`config.mk`:
```
export PLATFORM = sky130hd
export DESIGN_NAME = qspi_target_responder
export DESIGN_NICKNAME = d
export VERILOG_FILES = /design/src/rtl/qspi_resp_pkg.sv /design/src/rtl/qspi_sync_edge.sv /design/src/rtl/qspi_target_responder.sv
export SDC_FILE = /design/constraint.sdc
export NUM_CORES = 1
export LEC_CHECK = 0
export ABC_CLOCK_PERIOD_IN_PS = 10600
export CAP_MARGIN = 10
export CORE_MARGIN = 5
export CORE_UTILIZATION = 60
export CTS_CLUSTER_SIZE = 20
export DETAILED_ROUTE_END_ITERATION = 6
export PLACE_DENSITY = 0.95
export SLEW_MARGIN = 15
export SYNTH_ARGS = -nofsm -noshare
export SYNTH_HDL_FRONTEND = slang
export SYNTH_SLANG_ARGS = --single-unit
```
`constraint.sdc`:
```
create_clock -name clk -period 10.6 [get_ports clk]
set_clock_uncertainty 0.2 [all_clocks]
set_input_delay 2.12 -clock clk [delete_from_list [all_inputs] [get_ports clk]]
set_output_delay 2.12 -clock clk [all_outputs]
set_load 0.01 [all_outputs]
```
`src/rtl/qspi_resp_pkg.sv`:
```
// Shared types and constants for the quad-SPI target responder.
// Contents: FSM state enum, recognised command opcodes, frame field lengths in nibbles.
// Imported by qspi_target_responder.
package qspi_resp_pkg;

    typedef enum logic [2:0] {
        ST_IDLE   = 3'd0,
        ST_CMD    = 3'd1,
        ST_ADDR   = 3'd2,
        ST_DUMMY  = 3'd3,
        ST_RDATA  = 3'd4,
        ST_WDATA  = 3'd5,
        ST_IGNORE = 3'd6
    } state_t;

    localparam logic [7:0] CMD_QREAD  = 8'hEB;
    localparam logic [7:0] CMD_QWRITE = 8'h32;

    localparam int NIBBLES_CMD  = 2;
    localparam int NIBBLES_ADDR = 6;

endpackage

```
`src/rtl/qspi_sync_edge.sv`:
```
// Brings the asynchronous QSPI pins into the clk domain and derives edge pulses.
// Ports: sclk/cs_n/io_in raw pins in; io_s (synchronised lanes), sclk_rise/sclk_fall
//        (single-clk pulses, only while selected), cs_rise/cs_fall, cs_active (selected).
module qspi_sync_edge (
    input  logic       clk,
    input  logic       rst,
    input  logic       sclk,
    input  logic       cs_n,
    input  logic [3:0] io_in,
    output logic [3:0] io_s,
    output logic       sclk_rise,
    output logic       sclk_fall,
    output logic       cs_rise,
    output logic       cs_fall,
    output logic       cs_active
);

    logic [1:0] sclk_ff;
    logic [1:0] cs_ff;
    logic [3:0] io_ff;
    logic       sclk_d;
    logic       cs_d;
    // Set once chip select has been seen high after reset. A reset that lands in the
    // middle of a frame must not treat the still-low cs_n as the start of a new frame,
    // so the cs_n synchroniser resets to "selected" and nothing is acted on until armed.
    logic       armed;

    always_ff @(posedge clk or posedge rst) begin
        if (rst) begin
            sclk_ff <= 2'b00;
            cs_ff   <= 2'b00;
            io_ff   <= 4'h0;
            io_s    <= 4'h0;
            sclk_d  <= 1'b0;
            cs_d    <= 1'b0;
            armed   <= 1'b0;
        end else begin
            sclk_ff <= {sclk_ff[0], sclk};
            cs_ff   <= {cs_ff[0], cs_n};
            io_ff   <= io_in;
            io_s    <= io_ff;
            sclk_d  <= sclk_ff[1];
            cs_d    <= cs_ff[1];
            if (cs_ff[1]) begin
                armed <= 1'b1;
            end
        end
    end

    assign cs_active = armed & ~cs_ff[1];
    assign sclk_rise = cs_active & sclk_ff[1] & ~sclk_d;
    assign sclk_fall = cs_active & ~sclk_ff[1] & sclk_d;
    assign cs_fall   = armed & cs_d & ~cs_ff[1];
    assign cs_rise   = cs_ff[1] & ~cs_d;

endmodule

```
`src/rtl/qspi_target_responder.sv`:
```
// Quad-SPI target (flash side): decodes 0xEB quad read and, optionally, 0x32 quad write
// frames and serves them from a byte-wide memory port. Mode 0, MSB nibble first.
// Ports: clk/rst, sclk/cs_n/io_in from the controller, io_out/io_oe back to it,
//        mem_addr/mem_rd/mem_rdata/mem_wr/mem_wdata memory port, busy while selected.
// Build option: define QSPI_RESP_WRITE_EN to decode 0x32 and enable the write path.
module qspi_target_responder
    import qspi_resp_pkg::*;
#(
    parameter int DUMMY_CYCLES = 6,
    parameter int ADDR_W       = 24
) (
    input  logic              clk,
    input  logic              rst,
    input  logic              sclk,
    input  logic              cs_n,
    input  logic [3:0]        io_in,
    output logic [3:0]        io_out,
    output logic [3:0]        io_oe,
    output logic [ADDR_W-1:0] mem_addr,
    output logic              mem_rd,
    input  logic [7:0]        mem_rdata,
    output logic              mem_wr,
    output logic [7:0]        mem_wdata,
    output logic              busy
);

    logic [3:0] io_s;
    logic       sclk_rise;
    logic       sclk_fall;
    logic       cs_rise;
    logic       cs_fall;
    logic       cs_active;

    qspi_sync_edge u_sync (
        .clk       (clk),
        .rst       (rst),
        .sclk      (sclk),
        .cs_n      (cs_n),
        .io_in     (io_in),
        .io_s      (io_s),
        .sclk_rise (sclk_rise),
        .sclk_fall (sclk_fall),
        .cs_rise   (cs_rise),
        .cs_fall   (cs_fall),
        .cs_active (cs_active)
    );

    state_t            state;
    state_t            state_nxt;
    logic [3:0]        cnt;       // nibble / dummy-cycle counter, cleared on every state change
    logic [ADDR_W-1:0] sh;        // nibble shift register for command and address
    logic [ADDR_W-1:0] addr;      // running byte address of the frame
    logic [7:0]        rbyte;     // byte fetched from memory, waiting to be shifted out
    logic              rd_pend;   // mem_rdata is valid this cycle
    logic              lo;        // next data nibble is the low nibble

    logic [7:0]        cmd_byte;
    logic              last_cmd;
    logic              last_addr;
    logic              last_dummy;

    assign cmd_byte   = {sh[3:0], io_s};
    assign last_cmd   = sclk_rise && (cnt == 4'(NIBBLES_CMD - 1));
    assign last_addr  = sclk_rise && (cnt == 4'(NIBBLES_ADDR - 1));
    assign last_dummy = sclk_rise && (cnt == 4'(DUMMY_CYCLES - 1));

    assign busy  = cs_active;
    assign io_oe = (state == ST_RDATA) ? 4'hF : 4'h0;

`ifdef QSPI_RESP_WRITE_EN
    logic       is_wr;
    logic [3:0] wr_hi;
`endif

    always_ff @(posedge clk or posedge rst) begin
        if (rst) begin
            state <= ST_IDLE;
        end else begin
            state <= state_nxt;
        end
    end

    always_comb begin
        state_nxt = state;
        if (cs_rise) begin
            state_nxt = ST_IDLE;
        end else begin
            case (state)
                ST_IDLE: begin
                    if (cs_fall) begin
                        state_nxt = ST_CMD;
                    end
                end
                ST_CMD: begin
                    if (last_cmd) begin
                        if (cmd_byte == CMD_QREAD) begin
                            state_nxt = ST_ADDR;
`ifdef QSPI_RESP_WRITE_EN
                        end else if (cmd_byte == CMD_QWRITE) begin
                            state_nxt = ST_ADDR;
`endif
                        end else begin
                            state_nxt = ST_IGNORE;
                        end
                    end
                end
                ST_ADDR: begin
                    if (last_addr) begin
`ifdef QSPI_RESP_WRITE_EN
                        state_nxt = is_wr ? ST_WDATA : ST_DUMMY;
`else
                        state_nxt = ST_DUMMY;
`endif
                    end
                end
                ST_DUMMY: begin
                    if (last_dummy) begin
                        state_nxt = ST_RDATA;
                    end
                end
                default: begin
                    state_nxt = state;
                end
            endcase
        end
    end

    always_ff @(posedge clk or posedge rst) begin
        if (rst) begin
            cnt      <= 4'h0;
            sh       <= '0;
            addr     <= '0;
            rbyte    <= 8'h00;
            rd_pend  <= 1'b0;
            lo       <= 1'b0;
            io_out   <= 4'h0;
            mem_addr <= '0;
            mem_rd   <= 1'b0;
        end else begin
            mem_rd  <= 1'b0;
            rd_pend <= mem_rd;
            if (rd_pend) begin
                rbyte <= mem_rdata;
            end

            if (state_nxt != state) begin
                cnt <= 4'h0;
                lo  <= 1'b0;
            end else if (sclk_rise &&
                         (state == ST_CMD || state == ST_ADDR || state == ST_DUMMY)) begin
                cnt <= cnt + 4'd1;
            end

            if (sclk_rise && (state == ST_CMD || state == ST_ADDR)) begin
                sh <= {sh[ADDR_W-5:0], io_s};
            end

            if (state == ST_ADDR && last_addr) begin
                addr <= {sh[ADDR_W-5:0], io_s};
            end

            if (state == ST_DUMMY && last_dummy) begin
                mem_addr <= addr;
                mem_rd   <= 1'b1;
            end

            // Once the low nibble is on the lanes the current byte is finished, so the
            // next one is prefetched a full sclk period ahead of its first nibble.
            if (state == ST_RDATA && sclk_fall) begin
                if (!lo) begin
                    io_out <= rbyte[7:4];
                    lo     <= 1'b1;
                end else begin
                    io_out   <= rbyte[3:0];
                    lo       <= 1'b0;
                    addr     <= addr + ADDR_W'(1);
                    mem_addr <= addr + ADDR_W'(1);
                    mem_rd   <= 1'b1;
                end
            end

`ifdef QSPI_RESP_WRITE_EN
            if (state == ST_WDATA && sclk_rise) begin
                if (!lo) begin
                    lo <= 1'b1;
                end else begin
                    lo       <= 1'b0;
                    mem_addr <= addr;
                    addr     <= addr + ADDR_W'(1);
                end
            end
`endif
        end
    end

`ifdef QSPI_RESP_WRITE_EN
    always_ff @(posedge clk or posedge rst) begin
        if (rst) begin
            is_wr     <= 1'b0;
            wr_hi     <= 4'h0;
            mem_wr    <= 1'b0;
            mem_wdata <= 8'h00;
        end else begin
            mem_wr <= 1'b0;
            if (state == ST_CMD && last_cmd) begin
                is_wr <= (cmd_byte == CMD_QWRITE);
            end
            if (state == ST_WDATA && sclk_rise) begin
                if (!lo) begin
                    wr_hi <= io_s;
                end else begin
                    mem_wdata <= {wr_hi, io_s};
                    mem_wr    <= 1'b1;
                end
            end
        end
    end
`else
    assign mem_wr    = 1'b0;
    assign mem_wdata = 8'h00;
`endif

endmodule

```
Word level (Yosys, flattened, before mapping)
Cells that the tools add are included.

Bits in registers: 105. Bits in latches: 0. Memory bits (writable): 0. Bits in read-only memories: 0. Output and inout port bits: 43. Word-level logic and storage cells: 74. Memories: 0.

$add $sub $neg: 2. Multipliers: 0. Divide/modulo/power cells: 0. Order comparisons: 0. Equal/unequal tests: 8. Shifts and indexed selects: 0. Mux-type cells: 23. Bitwise logic cells: 12. Reductions and logical operators: 12.

Operator list (count): $mux 24 (6); $add 24x1->24 const B (1); $mux 3 (6); $mux 4 (4); $pmux 3 s4 (1); $and 1x1->1 (8); $eq 8x8->1 const B (1); $logic_and 1x1->1 (7); $eq 3x2->1 const B (2); $mux 1 (6); $add 4x1->4 const B (1); $eq 4x1->1 const B (1); $eq 4x3->1 const B (1); $not 1->1 (4); $reduce_bool 2->1 (2); $eq 3x1->1 const B (1); $eq 3x3->1 const B (1); $logic_not 3->1 (1); $ne 3x3->1 (1); $logic_or 1x1->1 (2).

Logic depth before layout (Yosys ltp)
Depth after elaboration: 11. Depth in mapped cells: 9. Depth with buffers taken out: 7.

Cells and area by module
Synthesis repeated with hierarchy kept, for this count alone.

Cell total of the unflattened synthesis: 444. Area total of the unflattened synthesis: 4967.3 µm².

By module, submodules not included: qspi_target_responder (instances 1, cells each 422, area an instance 4533.1 µm², sequential area each 2252.2 µm²); qspi_sync_edge (instances 1, cells each 22, area an instance 434.2 µm², sequential area each 375.4 µm²).

Least setup slack after synthesis
Ideal clock, no wire load.

Path type: register -> output. Start point: reg state[0]. End point: out io_oe[1]. Arrival time: 1.165 ns. Required time: 8.280 ns. Setup slack: 7.115 ns. Cell stages (with the launch flop): 4. Path buffers: 2. Path through: dfrtp_1 -> clkbuf_1 -> nor3b_2 -> buf_4.

Longest elaborated chain between the ends: 2.

Ends and longest elaborated chain: start: declaration (RTL line qspi_target_responder.sv:48) `state_t state;`; start signal: assignment (RTL line qspi_target_responder.sv:79) `state <= state_nxt;`; $eq 3x3->1 (RTL line qspi_target_responder.sv:68) `assign io_oe = (state == ST_RDATA) ? 4'hF : 4'h0;`; $mux 4 (RTL line qspi_target_responder.sv:68); end: declaration (RTL line qspi_target_responder.sv:18) `output logic [3:0] io_oe,`.

Every way passes these cells.

Final worst setup path
Start point: reg state[0]. End point: out io_oe[2].

Same word-level chain as after synthesis.

==> results.txt <==
IO Pins - 59
VDD IR max - 0.104 mV
cts bufs inserted - 9
worst skew pair latency - 0.37 ns
Syn Std Cell Area - 0.00486 mm^2
CTS max path bufs - 2
vias post-DR - 3903
CP max stage cell - clkdlybuf4s50_1
1st-pass router iterations - 5
antenna-violating nets left - 0
buffer count from post-CTS setup fixing - 0
Synth top area share - 54.1%
Synth top cells by count - dfrtp_1, nor2_1, nor3_1
# DRC - 0
placed wire-length estimate - 7490 um
WL/cell - 18.4 um
Achievable Freq - 235 MHz
Via density - 6.35
largest stage delay on the critical path - 0.64 ns
Distinct cells, synth - 51
Synth area leader - dfrtp_1
Die Y - 100 um
Seq/Total Area, Yosys - 54.1%
yosys warns - 0
P_leak - 0.00247 uW
Diodes inserted - 0
crit-path leading delay family - buffers and inverters
fin crit share - 40.1%
Initial Util - 62.3%
Hold-fix buffers, CTS - 0
gr ovfl total - 0
PortBufs - 49
Final nets - 527
CTS H-tree lvls - 3
RSZ-0062 raised after global routing - no
final worst slack - 6.35 ns
dpl ws - 6.61 ns
largest net degree at the start of global routing - 81
launch point of the worst reg-to-reg path - addr[10]
post-layout minimum cycle time - 4.25 ns
fraction of registers with async set/reset - 100%
element type at the critical path end - output pin
run status - completed
Root Buffer - clkbuf_8
Total Routed Length - 11300 um
WP data arrival - 1.93 ns
hold wc startpoint - u_sync.sclk_ff[0]
top cells by area, synth - dfrtp_1, mux2_2, nor2_1
Iteration-0 DRC Markers - 571
Worst setup startpoint - state[0]
first-pass GRT wire length - 19000 um
CTS tree - yes
clk sinks - 105
gr usage total - 23.7%
Slew @ Worst Pin - 1.01 ns
Synth Register Bits - 105
Crit Path Class - reg2out
Cells after Synth - 471
Area Growth Syn to Fin - 14.6%
Final Setup Violations - 0
EDFF count, synth - 0
Buf+Inv Stages, Crit Path - 1
Primary FF master, synth - dfrtp_1
Final Wtd Congestion - 0.893
Critical Path RT - 8.28 ns
Final Hold Slack - 0.161 ns
Power Dens Cells - 147 mW/mm^2
top-count cell post-synth - dfrtp_1
number of max-cap violations - 0
vias in the first global route - 3940
share of post-route cells with drive strength above 1 - 12.5%
total power - 819 uW
final core utilization - 71.4%
total core area - 0.00781 mm^2
row cnt - 32
# resized after CTS - 0
Slew headroom - 31.8%
synthesized area per cell - 10.3 um^2
Final Hold Viols - 0
worst path cell trace - nor3b_2, clkdlybuf4s50_1
fin. max-slew vios - 0
Hold Crit Class - reg2reg
total negative slack - 0 ns
Die ar. - 0.0100 mm^2
initial antenna violation count - 0
Die X - 100 um
Worst setup SP type - flip-flop
Worst-path clk slew - 0.09 ns
Max FO, Critical Path - 10
-- power breakdown --
part / leakage, uW / switching (uW) / internal, uW / total, uW
Clock: 0.000124 / 137 / 157 / 294
Combinational: 0.000935 / 27.8 / 33.4 / 61.2
Sequential: 0.00141 / 32.4 / 431 / 464
-- through the flow --
stage	instance area (um^2)	std cells
3_5_place_dp	5330	599
5_1_grt	5570	615
3_3_place_gp	5330	599
6_report	5570	615
2_1_floorplan	4890	479
4_1_cts	5570	615
-- cell type report --
| type | count | area (um^2) |
|---|---|---|
| Clock inverter | 7 | 118 |
| Timing Repair Buffer | 53 | 520 |
| Multi-Input combinational cell | 334 | 2030 |
| Sequential cell | 105 | 2630 |
| Tap cell | 102 | 128 |
| Inverter | 5 | 21.3 |
| Fill cell | 525 | 2240 |
| Clock buffer | 9 | 124 |
-- cells in the final DEF, fill, tap and decap left out, types with 3 or more instances in the layout --
cell               n
dfrtp_1          105
nor2_1            62
clkdlybuf4s50_1   49
nor3_1            41
a21oi_1           31
mux2_2            28
nand2_1           26
o21ai_0           23
nand3_1           16
nand4_1            9
conb_1             9
clkbuf_8           9
and4_1             6
and3_1             6
a211oi_1           6
o22ai_1            6
mux2i_1            5
nand2b_1           4
xnor2_1            4
nor3_2             4
inv_1              4
buf_4              4
and2_1             3
nor2b_1            3
nand4b_1           3
nor4_1             3
a31oi_1            3
nor4_2             3
ha_1               3
bufinv_16          3
-- worst paths after layout --
kind,endpoint,slack (ns),depth (start not counted)
max in group asynchronous,addr[13],7.06,3
setup / recovery,io_oe[2],6.35,2
min in group asynchronous,u_sync.cs_ff[0],1.85,2
hold / removal,u_sync.sclk_ff[1],0.16,0
setup reg to reg,mem_addr[23],7.98,4
hold reg to reg,u_sync.sclk_ff[1],0.16,0
-- flip-flops by register name, indices dropped and copies added, names as in the netlist, 4 cells and up --
signal / flops
sh: 20
rbyte: 8
addr: 24
u_sync.io_s: 4
u_sync.io_ff: 4
io_out: 4
mem_addr: 24
cnt: 4
-- cells by family (layout without fill, tap and decap cells) --
family | Yosys count | in the layout | synth area share (%)
compound gates | 78 | 78 | 9.16
simple gates | 205 | 205 | 22.5
buf+inv | 40 | 74 | 4.84
flops | 105 | 105 | 54.1
mux | 33 | 33 | 7.52
xor+xnor | 6 | 6 | 1.08
fa+ha+maj | 3 | 3 | 0.772
other cells | 1 | 9 | 0.0771
-- routing by layer --
metal	up-vias	global-route usage [%]	wire, um
met5	-	0	0
met2	243	38.3	5470
met3	56	5.49	1040
met4	0	11.5	385
li1	1733	-	-
met1	1871	30.4	4420
Note: power is estimated with default switching activity, not from simulation.
